### src/rtl/i2c_reg_ctrl.sv
// I2C-driven 16x8 configuration register bank with a local host write/read port.
// Register 15 is a read-only count of completed I2C write transactions.
module i2c_reg_ctrl (
    input  logic         clk,
    input  logic         rst,
    input  logic [7:0]   i2c_byte,
    input  logic         i2c_byte_vld,
    input  logic         i2c_idle,
    input  logic         host_we,
    input  logic [3:0]   host_addr,
    input  logic [7:0]   host_wdata,
    output logic         host_ack,
    input  logic [3:0]   host_raddr,
    output logic [7:0]   host_rdata,
    output logic [119:0] cfg_regs,
    output logic         cfg_update,
    output logic         busy
);

    typedef enum logic [2:0] {
        S_IDLE = 3'd0,
        S_DEV  = 3'd1,
        S_PTR  = 3'd2,
        S_DATA = 3'd3,
        S_READ = 3'd4
    } state_t;

    state_t     r_state;
    logic [3:0] r_ptr;
    logic       r_wrote;
    logic       r_cfg_update;
    logic       r_host_armed;
    logic [7:0] r_rdata;
    logic [7:0] r_bank [0:15];

    logic       w_i2c_wr;
    logic       w_host_wr;
    logic       w_txn_done;

    // A data byte claims the bank port only when it actually lands in a writable register.
    assign w_i2c_wr   = (r_state == S_DATA) && i2c_byte_vld && !i2c_idle && (r_ptr != 4'd15);
    assign w_host_wr  = host_we && r_host_armed && !w_i2c_wr && !rst;
    assign w_txn_done = (r_state == S_DATA) && i2c_idle && r_wrote;

    assign host_ack   = w_host_wr;
    assign host_rdata = r_rdata;
    assign cfg_update = r_cfg_update;
    assign busy       = (r_state != S_IDLE);

    genvar g;
    generate
        for (g = 0; g < 15; g = g + 1) begin : g_cfg
            assign cfg_regs[8*g +: 8] = r_bank[g];
        end
    endgenerate

    // Transaction FSM: STOP (i2c_idle) wins over any byte arriving in the same cycle.
    always_ff @(posedge clk) begin
        if (rst) begin
            r_state      <= S_IDLE;
            r_ptr        <= 4'd0;
            r_wrote      <= 1'b0;
            r_cfg_update <= 1'b0;
        end else begin
            r_cfg_update <= 1'b0;
            if ((r_state != S_IDLE) && i2c_idle) begin
                r_state      <= S_IDLE;
                r_wrote      <= 1'b0;
                r_cfg_update <= w_txn_done;
            end else begin
                case (r_state)
                    S_IDLE: begin
                        if (!i2c_idle) begin
                            r_state <= S_DEV;
                            r_wrote <= 1'b0;
                        end else begin
                            r_state <= S_IDLE;
                        end
                    end
                    S_DEV: begin
                        if (i2c_byte_vld) begin
                            r_state <= i2c_byte[0] ? S_READ : S_PTR;
                        end else begin
                            r_state <= S_DEV;
                        end
                    end
                    S_PTR: begin
                        if (i2c_byte_vld) begin
                            r_ptr   <= i2c_byte[3:0];
                            r_state <= S_DATA;
                        end else begin
                            r_state <= S_PTR;
                        end
                    end
                    S_DATA: begin
                        if (i2c_byte_vld) begin
                            r_ptr   <= r_ptr + 4'd1;
                            r_wrote <= 1'b1;
                        end else begin
                            r_ptr   <= r_ptr;
                        end
                    end
                    S_READ: begin
                        r_state <= S_READ;
                    end
                    default: begin
                        r_state <= S_IDLE;
                    end
                endcase
            end
        end
    end

    // Register bank: I2C data first, host write otherwise; reg 15 only moves as the counter.
    always_ff @(posedge clk) begin
        if (rst) begin
            for (int i = 0; i < 16; i++) begin
                r_bank[i] <= 8'h00;
            end
        end else begin
            if (w_i2c_wr) begin
                r_bank[r_ptr] <= i2c_byte;
            end else if (w_host_wr && (host_addr != 4'd15)) begin
                r_bank[host_addr] <= host_wdata;
            end
            if (w_txn_done) begin
                r_bank[15] <= r_bank[15] + 8'd1;
            end
        end
    end

    // Host request re-arms only after host_we has been seen low once.
    always_ff @(posedge clk) begin
        if (rst) begin
            r_host_armed <= 1'b1;
        end else if (!host_we) begin
            r_host_armed <= 1'b1;
        end else if (w_host_wr) begin
            r_host_armed <= 1'b0;
        end else begin
            r_host_armed <= r_host_armed;
        end
    end

    // Registered read port.
    always_ff @(posedge clk) begin
        if (rst) begin
            r_rdata <= 8'h00;
        end else begin
            r_rdata <= r_bank[host_raddr];
        end
    end

endmodule

### config.mk
export PLATFORM = sky130hd
export DESIGN_NAME = i2c_reg_ctrl
export DESIGN_NICKNAME = d
export VERILOG_FILES = /design/src/rtl/i2c_reg_ctrl.sv
export SDC_FILE = /design/constraint.sdc
export NUM_CORES = 1
export LEC_CHECK = 0
export ABC_AREA = 1
export CAP_MARGIN = 20
export CORE_MARGIN = 1.5
export CORE_UTILIZATION = 40
export CTS_CLUSTER_SIZE = 24
export DETAILED_ROUTE_END_ITERATION = 8
export GPL_TIMING_DRIVEN = 0
export MAX_ROUTING_LAYER = met4
export PLACE_DENSITY_LB_ADDON = 0.2
export SYNTH_ARGS = -nofsm -noshare
export SYNTH_HDL_FRONTEND = slang
export SYNTH_SLANG_ARGS = --single-unit
### constraint.sdc
create_clock -name clk -period 3.7 [get_ports clk]
set_input_delay 0.74 -clock clk [delete_from_list [all_inputs] [get_ports clk]]
set_output_delay 0.74 -clock clk [all_outputs]
set_load 0.02 [all_outputs]
== After elaboration in Yosys (flattened, before gate mapping) ==
Memories as Yosys holds them, arrays and structs flattened. A register that Yosys moved wholly into a read port is not among the register bits.
Index checks and enable logic that the tools add are counted.
Storage, ports and cells
  word-level logic and storage cells: 74
  register bits after elaboration: 10
  memory bits (writable): 128
  bits of input ports: 29
  memories: 1
  output and inout port bits: 131
Operators by class
  $add $sub $neg: 2
  equality and inequality tests: 9
  muxes and demuxes: 30
  reduce and logical (&&, ||, !) cells: 24
  bitwise gates (word level): 3
Memory list
  r_bank: words 16, width 8, rd ports 17, clocked after memory_dff 1, wr ports 16, RTL line 34  | logic [7:0] r_bank [0:15];
Operators with widths (number)
  2-to-1 mux 8 bit: 3
  2-to-1 mux 1 bit: 18
  2-to-1 mux 4 bit: 4
  OR reduction 8 bit: 2
  case mux 3 bit (5 select lines): 1
  logical AND 1 bit: 10
  adder 8 x 1 -> 8 bit (second input constant): 1
  inequality test 4 bit (second input constant): 2
  case mux 4 bit (2 select lines): 1
  equality test 3 x 2 -> 1 bit (second input constant): 2
  2-to-1 mux 3 bit: 2
  inequality test 2 bit (second input constant): 3
  OR reduction 2 bit: 3
  adder 4 x 1 -> 4 bit (second input constant): 1
  AND reduction 4 bit: 1
  nonzero test 2 bit: 2
  equality test 3 x 1 -> 1 bit (second input constant): 1
  equality test 3 bit (second input constant): 1
  zero test 1 bit: 3
  zero test 3 bit: 1
  AND reduction 3 bit: 1
  nonzero test 3 bit: 1
  inverter 1 bit: 2
  case mux 1 bit (2 select lines): 1
  OR 1 bit: 1

== Depth between registers and ports, before layout ==
Gate-level depths: netlist of the first run.
  word-level depth: 14
  mapped depth: 13

== Worst setup path before layout of the first run ==
OpenSTA, ideal clock, no wires.
  path type: in2reg
  start point: input rst
  end point: memory r_bank[4][0], enable pin
  required time: 3.316 ns
  stages on the path: 11
  setup slack: 0.823 ns
  arrival time: 2.493 ns
  cells stage by stage: buf_4 > inv_4 > nand2_2 > nor2_4 > nand3_4 > buf_6 > nand2_2 > nand2_4 > nor2_4 > inv_2 > o21ai_0
RTL lines
  start, declared: RTL line 5  | input logic rst,
  end, declared: RTL line 34

==> impl_metrics.ini, run 1 <==
[clock_tree]
cts_max_path_buffers = 2
cts_made_buffers = 17
numClockSinks = 146
cts.clk_slew.worst_paths_ns = 0.06
h-tree-depth = 4
cts_root_buffer = clkbuf_16
post_cts_buffers = 0
clkLatencyLatePin_ns = 0.43
post_cts_resized = 0
cts_tree = yes
hold_buffers = 0

[synthesis]
ys_warn_count = 0
syn_avg_cell_area_um2 = 10.3
syn_area_um2 = 7240
ys.flop_type = edfxtp_1
ys_async_sr_fraction_pct = 0
synth.net_count = 737
synth_most_common_cell = nor2_1
ys_seq_area_share_pct = 58.0
synth.distinct_cells = 38
synth-edff-count = 128
synth_commonest_cells = nor2_1, edfxtp_1, o21ai_0
synth_top_area_share_pct = 53.1
synth_cells = 706
yosys.area.top_type = edfxtp_1
synth-seq-cells = 146
synth.area.top_cells = edfxtp_1, nor2_1, dfxtp_1

[floorplanning]
core_area_um2 = 17800
die_x_um = 138
die_height_um = 138
die_area_um2 = 18900
start_util_pct = 40.6
io_pins = 160
rows = 49

[placement]
dp_hpwl_um = 17700
pre_cts_slack_ns = 0.0192
place.gp.congestion = 0.942
port_buffers = 156

[layout]
nets = 916
synthToLayoutAreaGrowth_pct = 34.0
n_antenna_cell = 0
drive_gt1_share_pct = 14.3

[route]
drt_pass1_iterations = 5
avgRoutedWirePerCell_um = 21.1
drc = 0
drt_iter0_drc = 705
drt-total-wl_um = 23800
vias_per_cell = 5.53
ant_nets = 0
dr_total_vias = 6234

[worst_setup_path]
crit_required_ns = 3.84
crit_type = in -> reg
endpoint_kind = flip-flop
timing.critical_path.from = i2c_byte_vld
critPathCapture = r_bank[6][4]$_SDFFCE_PN0P_
worstRegToRegCells = 11
crit_arrival_ns = 3.22
crit_slowest_cell = o21ai_0
worstReg2RegStart = r_ptr[1]$_SDFFE_PP0P_
reg2reg_to = r_bank[6][4]$_SDFFCE_PN0P_
cp_num_cells = 11
crit_buf_inv = 3
critPathMaxStageDelay_ns = 0.65
cp_max_fo = 10
cp_common_cell = nand3_4
crit_chain = clkdlybuf4s50_1 > nand2_1 > nor2_2 > nand3_4 > nand3_4 > buf_6 > nand2_2 > nand2_4 > nand3_4 > o21ai_0 > clkbuf_2
crit_family = buffers and inverters
reg2reg_slack_ns = 0.89
startpoint_type = input port

[timing]
skew_ns = 0.00658
tns_ns = 0
finalCritPeriodShare_pct = 83.0
hold_viol = 0
rsz0062_at_grt = false
period_minus_slack_ns = 3.07
worst_slack_ns = 0.627
setup_viol = 0
fmax_mhz = 325
slew-limit-headroom_pct = 51.7
drv_slew = 0
max_slew.worst_pin.slew_ns = 0.717

[pwr]
powerDensity_nw_per_um2 = 439
peakVddDrop_mv = 0.376
power.total_mw = 4.27
static-leakage-power_nw = 3.61

[min_path]
hold_class = reg -> reg

[global_route]
grt_usage_pct = 26.6
busiest_layer = met2
grt_pass1_wl_um = 34500
antenna_found_initial = 0
grt_util_met2_pct = 41.5
grt.met3_usage_pct = 5.59
grt_pass1_vias = 5921
grt_max_degree = 17
overflow = 0
met1_usage_pct = 34.2

[job]
drv_cap = 0

[outcome]
outcome = completed
[final cells by class]
cell class              instances  area, µm²
fillers                      1603       8130
flip-flops and latches        146       4200
multi-input cells             474       2640
repair buffers                160       1590
clock buffers                  19        433
well taps                     229        287
plain buffers                  40        229
inverters                      46        176
clock inverters                13        160
[worst min-delay path: cells and delay by family, from the launching register on]
kind | cells | cell delay (ns)
flip-flops | 1 | 0.33
AND/OR/NAND/NOR | 1 | 0.07
AO/OA/AOI/OAI | 1 | 0.05
[per-layer routing]
metal	vias to the layer above	part of all wire, %
li1	2826	-
met1	3002	41
met2	343	47
met3	63	9.3
met4	0	2.8
met5	-	0
[placed cells by master (no fill, tap or decap), types with 10 or more instances in the layout]
master	instances
nor3_2	30
nand3_1	23
nor2_1	168
clkdlybuf4s50_1	156
clkbuf_16	17
buf_4	10
a21oi_1	16
o211ai_1	26
nand2_1	57
edfxtp_1	128
o22ai_1	12
clkbuf_1	27
inv_1	39
dfxtp_1	18
o21ai_0	68
nand2_2	15
[state kept, by name, summed over array words and instances, names as in the netlist]
register,cells
r_bank,128
host_rdata,8
r_ptr,4
r_state,3
cfg_update,1
r_host_armed,1
r_wrote,1
[worst min path at each step]
stage | start | endpoint | slack, ns | depth (start not counted)
floorplan | r_state[1]$_SDFFE_PP0P_ | r_state[1]$_SDFFE_PP0P_ | 0.46 | 2
global placement | r_state[1]$_SDFFE_PP0P_ | r_state[1]$_SDFFE_PP0P_ | 0.49 | 2
detailed placement | r_state[1]$_SDFFE_PP0P_ | r_state[1]$_SDFFE_PP0P_ | 0.49 | 2
CTS | r_state[1]$_SDFFE_PP0P_ | r_state[1]$_SDFFE_PP0P_ | 0.50 | 2
global route | r_state[1]$_SDFFE_PP0P_ | r_state[1]$_SDFFE_PP0P_ | 0.53 | 2
finish | r_state[1]$_SDFFE_PP0P_ | r_state[1]$_SDFFE_PP0P_ | 0.51 | 2
[logic make-up after synthesis]
group	share of synthesized area (%)
compound gates	13.3
xor+xnor	0.242
fa+ha+maj	0.345
buf+inv	5.60
flops	58.0
simple gates	22.5
[power breakdown]
group | switching, mW | internal [mW]
clock network | 0.695 | 1.06
logic | 0.391 | 0.216
registers | 0.0487 | 1.86
[per-stage QoR]
step	cell area [µm²]	util (%)	hold WS (ns)	std cells
3_5_place_dp	9100	51.0	0.489	1092
2_1_floorplan	7240	-	0.465	706
5_1_grt	9710	54.4	0.530	1127
4_1_cts	9690	54.3	0.498	1124
6_report	9710	54.4	0.506	1127
3_3_place_gp	9090	51.0	0.490	1091
Note: power is estimated with default switching activity, not from simulation.
==> run 2: changes to the inputs <==
- clock period: 3.7 -> 2.74 ns (I/O delays scaled with it)
==> impl_metrics.ini, run 2 (same netlist as run 1, synthesis figures left out) <==
[worst_setup_path]
timing.critical_path.from = host_raddr[0]
crit_type = in -> reg
crit_chain = clkdlybuf4s50_1 > clkbuf_1 > clkbuf_1 > o211ai_1 > o211ai_1 > o211ai_1 > a21oi_1
crit_required_ns = 3.08
cp_common_cell = o211ai_1
crit_arrival_ns = 2.95
cp_max_fo = 10
endpoint_kind = flip-flop
worstRegToRegCells = 11
startpoint_type = input port
worstReg2RegStart = r_ptr[1]$_SDFFE_PP0P_
critPathMaxStageDelay_ns = 0.58
crit_slowest_cell = clkdlybuf4s50_1

[route]
drt_pass1_iterations = 6
drt_iter0_drc = 655
avgRoutedWirePerCell_um = 21.3
drc = 0
dr_total_vias = 6290
vias_per_cell = 5.60
ant_nets = 0
drt-total-wl_um = 23900

[timing]
hold_viol = 0
fmax_mhz = 383
setup_viol = 0
holdWs_ns = 0.383
skew_ns = 0.00703
period_minus_slack_ns = 2.61
finalCritPeriodShare_pct = 95.3
slew-limit-headroom_pct = 52.8
tns_ns = 0
drv_slew = 0
max_slew.worst_pin.slew_ns = 0.708

[global_route]
overflow = 0
grt_usage_pct = 26.6
grt_pass1_vias = 5921
antenna_found_initial = 0
grt_max_degree = 17
grt_pass1_wl_um = 34500

[layout]
stdcell_count = 1124
mostFrequentLayoutCell = nor2_1
design_area_um2 = 9740
nets = 913
largest_reg_flops = 128
synthToLayoutAreaGrowth_pct = 34.4
final_cell_mix = nor2_1, clkdlybuf4s50_1, edfxtp_1
top_register = r_bank
final_util_pct = 54.6
drive_gt1_share_pct = 15.9
n_antenna_cell = 0

[pwr]
powerDensity_nw_per_um2 = 593
static-leakage-power_nw = 3.63
peakVddDrop_mv = 0.500

[floorplanning]
die_x_um = 138
rows = 49
start_util_pct = 40.6
die_area_um2 = 18900
io_pins = 160
core_area_um2 = 17800
die_height_um = 138

[placement]
place.gp.congestion = 0.942
postPlaceCellArea_um2 = 9100
dpl.cell_count = 1092
dp_hpwl_um = 17700
port_buffers = 156

[clock_tree]
cts_max_path_buffers = 2
cts_tree = yes
numClockSinks = 146
clkLatencyLatePin_ns = 0.43
cts_made_buffers = 17
h-tree-depth = 4
cts_root_buffer = clkbuf_16
cts.clk_slew.worst_paths_ns = 0.06

[min_path]
hold_class = in -> reg
hold_depth = 2
worstHoldStart = rst

[job]
drv_cap = 0

[outcome]
outcome = completed
## run 2: power breakdown
| part | internal (mW) | switching (mW) | total, mW |
|---|---|---|---|
| clock | 1.43 | 0.945 | 2.37 |
| sequential | 2.51 | 0.0663 | 2.57 |
| combinational | 0.292 | 0.530 | 0.822 |
| total | 4.23 | 1.54 | 5.77 |
## run 2: final timing paths
check / to / slack [ns]
hold / removal: r_ptr[1]$_SDFFE_PP0P_ / 0.38
setup reg to reg: r_bank[5][6]$_SDFFCE_PN0P_ / 0.25
hold reg to reg: r_state[1]$_SDFFE_PP0P_ / 0.51
setup / recovery: host_rdata[2]$_SDFF_PP0_ / 0.13
## run 2: what timing repair did
action / 4_1_cts / 5_1_grt
hold buffers: 0 / 0
resized for setup: 4 / 21
setup buffers: 0 / 0
endpoints found under the setup margin: 32 / 111
gates cloned: 0 / 0
## run 2: cell type report
cell class	instances	area [µm²]
Buffer	40	233
Clock buffer	19	433
Clock inverter	13	160
Fill cell	1600	8100
Inverter	46	176
Multi-Input combinational cell	474	2670
Sequential cell	146	4200
Tap cell	229	287
Timing Repair Buffer	157	1570
## run 2: metal layers
layer	share of wire, %	GRT usage (%)	up-vias
li1	-	-	2827
met1	40	34.2	3036
met2	47	41.5	373
met3	9.9	5.59	54
met4	2.6	10.4	0
met5	0	-	-
## run 2: critical path: cells and delay by family
| family | cells | cell delay, ns |
|---|---|---|
| buffers and inverters | 3 | 1.58 |
| AO/OA/AOI/OAI | 4 | 0.82 |
## run 2: through the flow
stage          power (mW)  setup slack (ns)
3_3_place_gp         3.42            -0.706
4_1_cts              5.75            0.0162
5_1_grt              5.90          -0.00513
2_1_floorplan        3.04            0.0548
6_report             5.77             0.130
3_5_place_dp         3.43            -0.749
==> run 3: changes to the inputs <==
- SKIP_LAST_GASP: not set -> 1
- clock period: 2.74 -> 3.4 ns (I/O delays scaled with it)
==> results of run 3 <==
The final DEF is identical to that of run 1. Status: completed.
Main changes from that run: setup slack after placement 0.0192 ns -> -0.221 ns; setup slack after layout 0.627 ns -> 0.387 ns; register-to-register setup slack 0.89 ns -> 0.59 ns; total power 4.27 mW -> 4.64 mW; worst IR drop on VDD 0.376 mV -> 0.409 mV
==> RTL change, RTL diff (settings of run 2) <==
Encoding of `state_t`: now Gray code (3 bits for 5 states).
--- a/src/rtl/i2c_reg_ctrl.sv
+++ b/src/rtl/i2c_reg_ctrl.sv
@@ -18,11 +18,11 @@
 );
 
     typedef enum logic [2:0] {
-        S_IDLE = 3'd0,
-        S_DEV  = 3'd1,
-        S_PTR  = 3'd2,
-        S_DATA = 3'd3,
-        S_READ = 3'd4
+        S_IDLE = 3'b000,
+        S_DEV  = 3'b001,
+        S_PTR  = 3'b011,
+        S_DATA = 3'b010,
+        S_READ = 3'b110
     } state_t;
 
     state_t     r_state;
Function: same outputs for any inputs over 4 cycles, from zero or initial values and one cycle with rst high; so few cycles prove little.
==> RTL change against run 2 <==
- register-to-register slack got worse by 0.05 ns
- setup slack lost 0.020 ns
- maximum frequency shrank 0.75%
- sequential cell count did not move
- clock power is 5% lower
- routed wire length increased by 3.4%
- largest cell class unchanged
- critical path depth increased by 5
- area after synthesis is 1.1% higher
- total power shrank 1.4%
- synthesized cell count down 1.4%
- critical endpoint is now r_bank[11][3]
- first-iteration DRC count is 19% higher
- cell area increased by 0.71%
==> RTL change: results (changes against run 2) <==
----------------------------------------------------
[Route]
  Routed metal-1 wire length ... 10.09 mm (+5.2%)
  Detailed-routed wire length on met2 ... 11.19 mm (-1.1%)
  Wire length on met3 ... 2.479 mm (+4.3%)
  Violation count after the first detailed-routing iteration ... 780 (+19%)
  Average wire per standard cell ... 22.16 um (+4.2%)
  Number of iterations in the first detailed-routing pass ... 5 (-1)
  Number of vias per cell ... 5.624 (+0.50%)

[Synth]
  Number of library cell types mapped by synthesis ... 42 (+11%)
  Seq/Total Area, Yosys ... 57.38% (-0.65 points)
  Gate count after technology mapping ... 696 (-1.4%)
  Syn nets ... 727 (-1.4%)
  Ranking of synthesized cells by area ... sky130_fd_sc_hd__edfxtp_1 52%, sky130_fd_sc_hd__nor2_1 7.9%, sky130_fd_sc_hd__o21ai_0 5.1%
  Yosys warning total ... 0 (unchanged)
  Commonest cells post-synth ... 154 x sky130_fd_sc_hd__nor2_1, 128 x sky130_fd_sc_hd__edfxtp_1, 75 x sky130_fd_sc_hd__o21ai_0

[Global route]
  Total routing usage reported by global routing ... 26.84% (+0.21 points)
  First-pass GRT wire length ... 36.77 mm (+6.6%)
  Vias in the first global route ... 5974 (+0.90%)

[Critical path]
  CP arrival ... 2.74 ns (-0.21 ns)
  Cell family contributing the most delay on the critical path ... simple AND/OR/NAND/NOR gates
  Worst stage delay on the critical path ... 0.53 ns (-0.05 ns)
  Number of cell instances on the worst register-to-register path ... 10 (-1)
  Reg-to-reg slack, setup ... 0.20 ns (-0.05 ns)

[CTS]
  Clock insertion delay at the later pin of the skew report ... 0.43 ns (about the same)
  H-tree lvl count ... 4 (unchanged)

[Finish]
  Number of flip-flops under the largest register name ... 128 (unchanged)
  Final-stage net count ... 904 (-0.99%)
  Non-Filler Instances ... 1115 (-0.80%)
  Fraction of final layout cells with drive strength greater than 1 ... 15.91% (+0.048 points)

[STA]
  Worst slew pin tran ... 0.7958 ns (+0.08791 ns)
  Setup slack after layout ... 0.1105 ns (-0.01966 ns)
  Clock Skew ... 0.005109 ns (-0.001926 ns)

[Min path]
  Worst min path class ... flop to flop

[Pwr]
  Total net switching power ... 0.001560 W (+1.2%)
  Static leakage ... 3.752 nW (+3.4%)

[Placed design]
  Cells after DPL ... 1083 (-0.82%)
  Final RePlAce weighted congestion ... 0.9871 (+4.8%)
  Count of port buffers added during placement ... 157 (+0.64%)
  Post-detail-place hpwl ... 18.06 mm (+2.2%)
  Post-placement worst setup slack ... -0.9435 ns (-0.1947 ns)

[Run status]
  Outcome ... finished, final reports clean

----------------------------------------------------
[RTL change: changes by cell type after synthesis, moves of 4 or more]
cell	delta
sky130_fd_sc_hd__o221ai_1	+12
sky130_fd_sc_hd__a21oi_1	+4
sky130_fd_sc_hd__nor2_1	-14
sky130_fd_sc_hd__nand2_4	+10
sky130_fd_sc_hd__nand2_2	-10
sky130_fd_sc_hd__o211ai_1	-13
sky130_fd_sc_hd__o21ai_0	+7
[RTL change: power groups by stage]
stage / Combinational, W / Clock [W] / Sequential [W]
floorplan: 0.000354 / 0 / 0.00270
global placement: 0.000820 / 0 / 0.00263
detailed placement: 0.000828 / 0 / 0.00263
CTS: 0.000834 / 0.00226 / 0.00258
global route: 0.000890 / 0.00235 / 0.00259
finish: 0.000845 / 0.00226 / 0.00259
[RTL change: final timing paths]
check | start | to
min | r_wrote | r_wrote
min reg2reg | r_wrote | r_wrote
max | i2c_byte_vld | r_bank[11][3]
max reg2reg | r_ptr[1] | r_bank[8][7]
[RTL change: kinds of logic after synthesis]
group,count (synthesis),synth area share (%)
simple gates,307,22.76
flops,146,57.38
compound gates,151,13.49
buf+inv,88,5.789
fa+ha+maj,2,0.3415
xor+xnor,2,0.2391
[RTL change: cell type report]
class	count	area [um^2]
buffer	41	241.5
clock buffer	21	470.5
clock inverter	11	105.1
fill	1616	8157
inverter	47	182.7
multi-input combinational	462	2739
sequential	146	4204
tap	229	286.5
timing repair buffer	158	1578
[RTL change: worst min-delay path, stage by stage (launching register included)]
cell                      delay, ns
sky130_fd_sc_hd__dfxtp_1       0.31
sky130_fd_sc_hd__nand2_1       0.06
sky130_fd_sc_hd__a21oi_1       0.05
[RTL change: per-stage QoR]
stage,cell area (um^2),hold slack (ns),TNS [ns]
global placement,9185,0.4525,-96.71
finish,9807,0.4711,0
global route,9807,0.5081,0
floorplan,7327,0.4396,0
CTS,9787,0.4718,0
detailed placement,9190,0.4597,-94.02
[RTL change: routing by layer]
layer | vias up | track usage, %
met5 | - | -
met4 | 0 | 12.08
met3 | 79 | 4.607
met2 | 421 | 39.43
met1 | 2955 | 36.51
li1 | 2816 | -
[RTL change: repair_timing]
| item | in CTS | in global routing |
|---|---|---|
| setup endpoints to repair | 81 | 49 |
| buffers inserted | 0 | 0 |
| gates resized for setup | 11 | 7 |
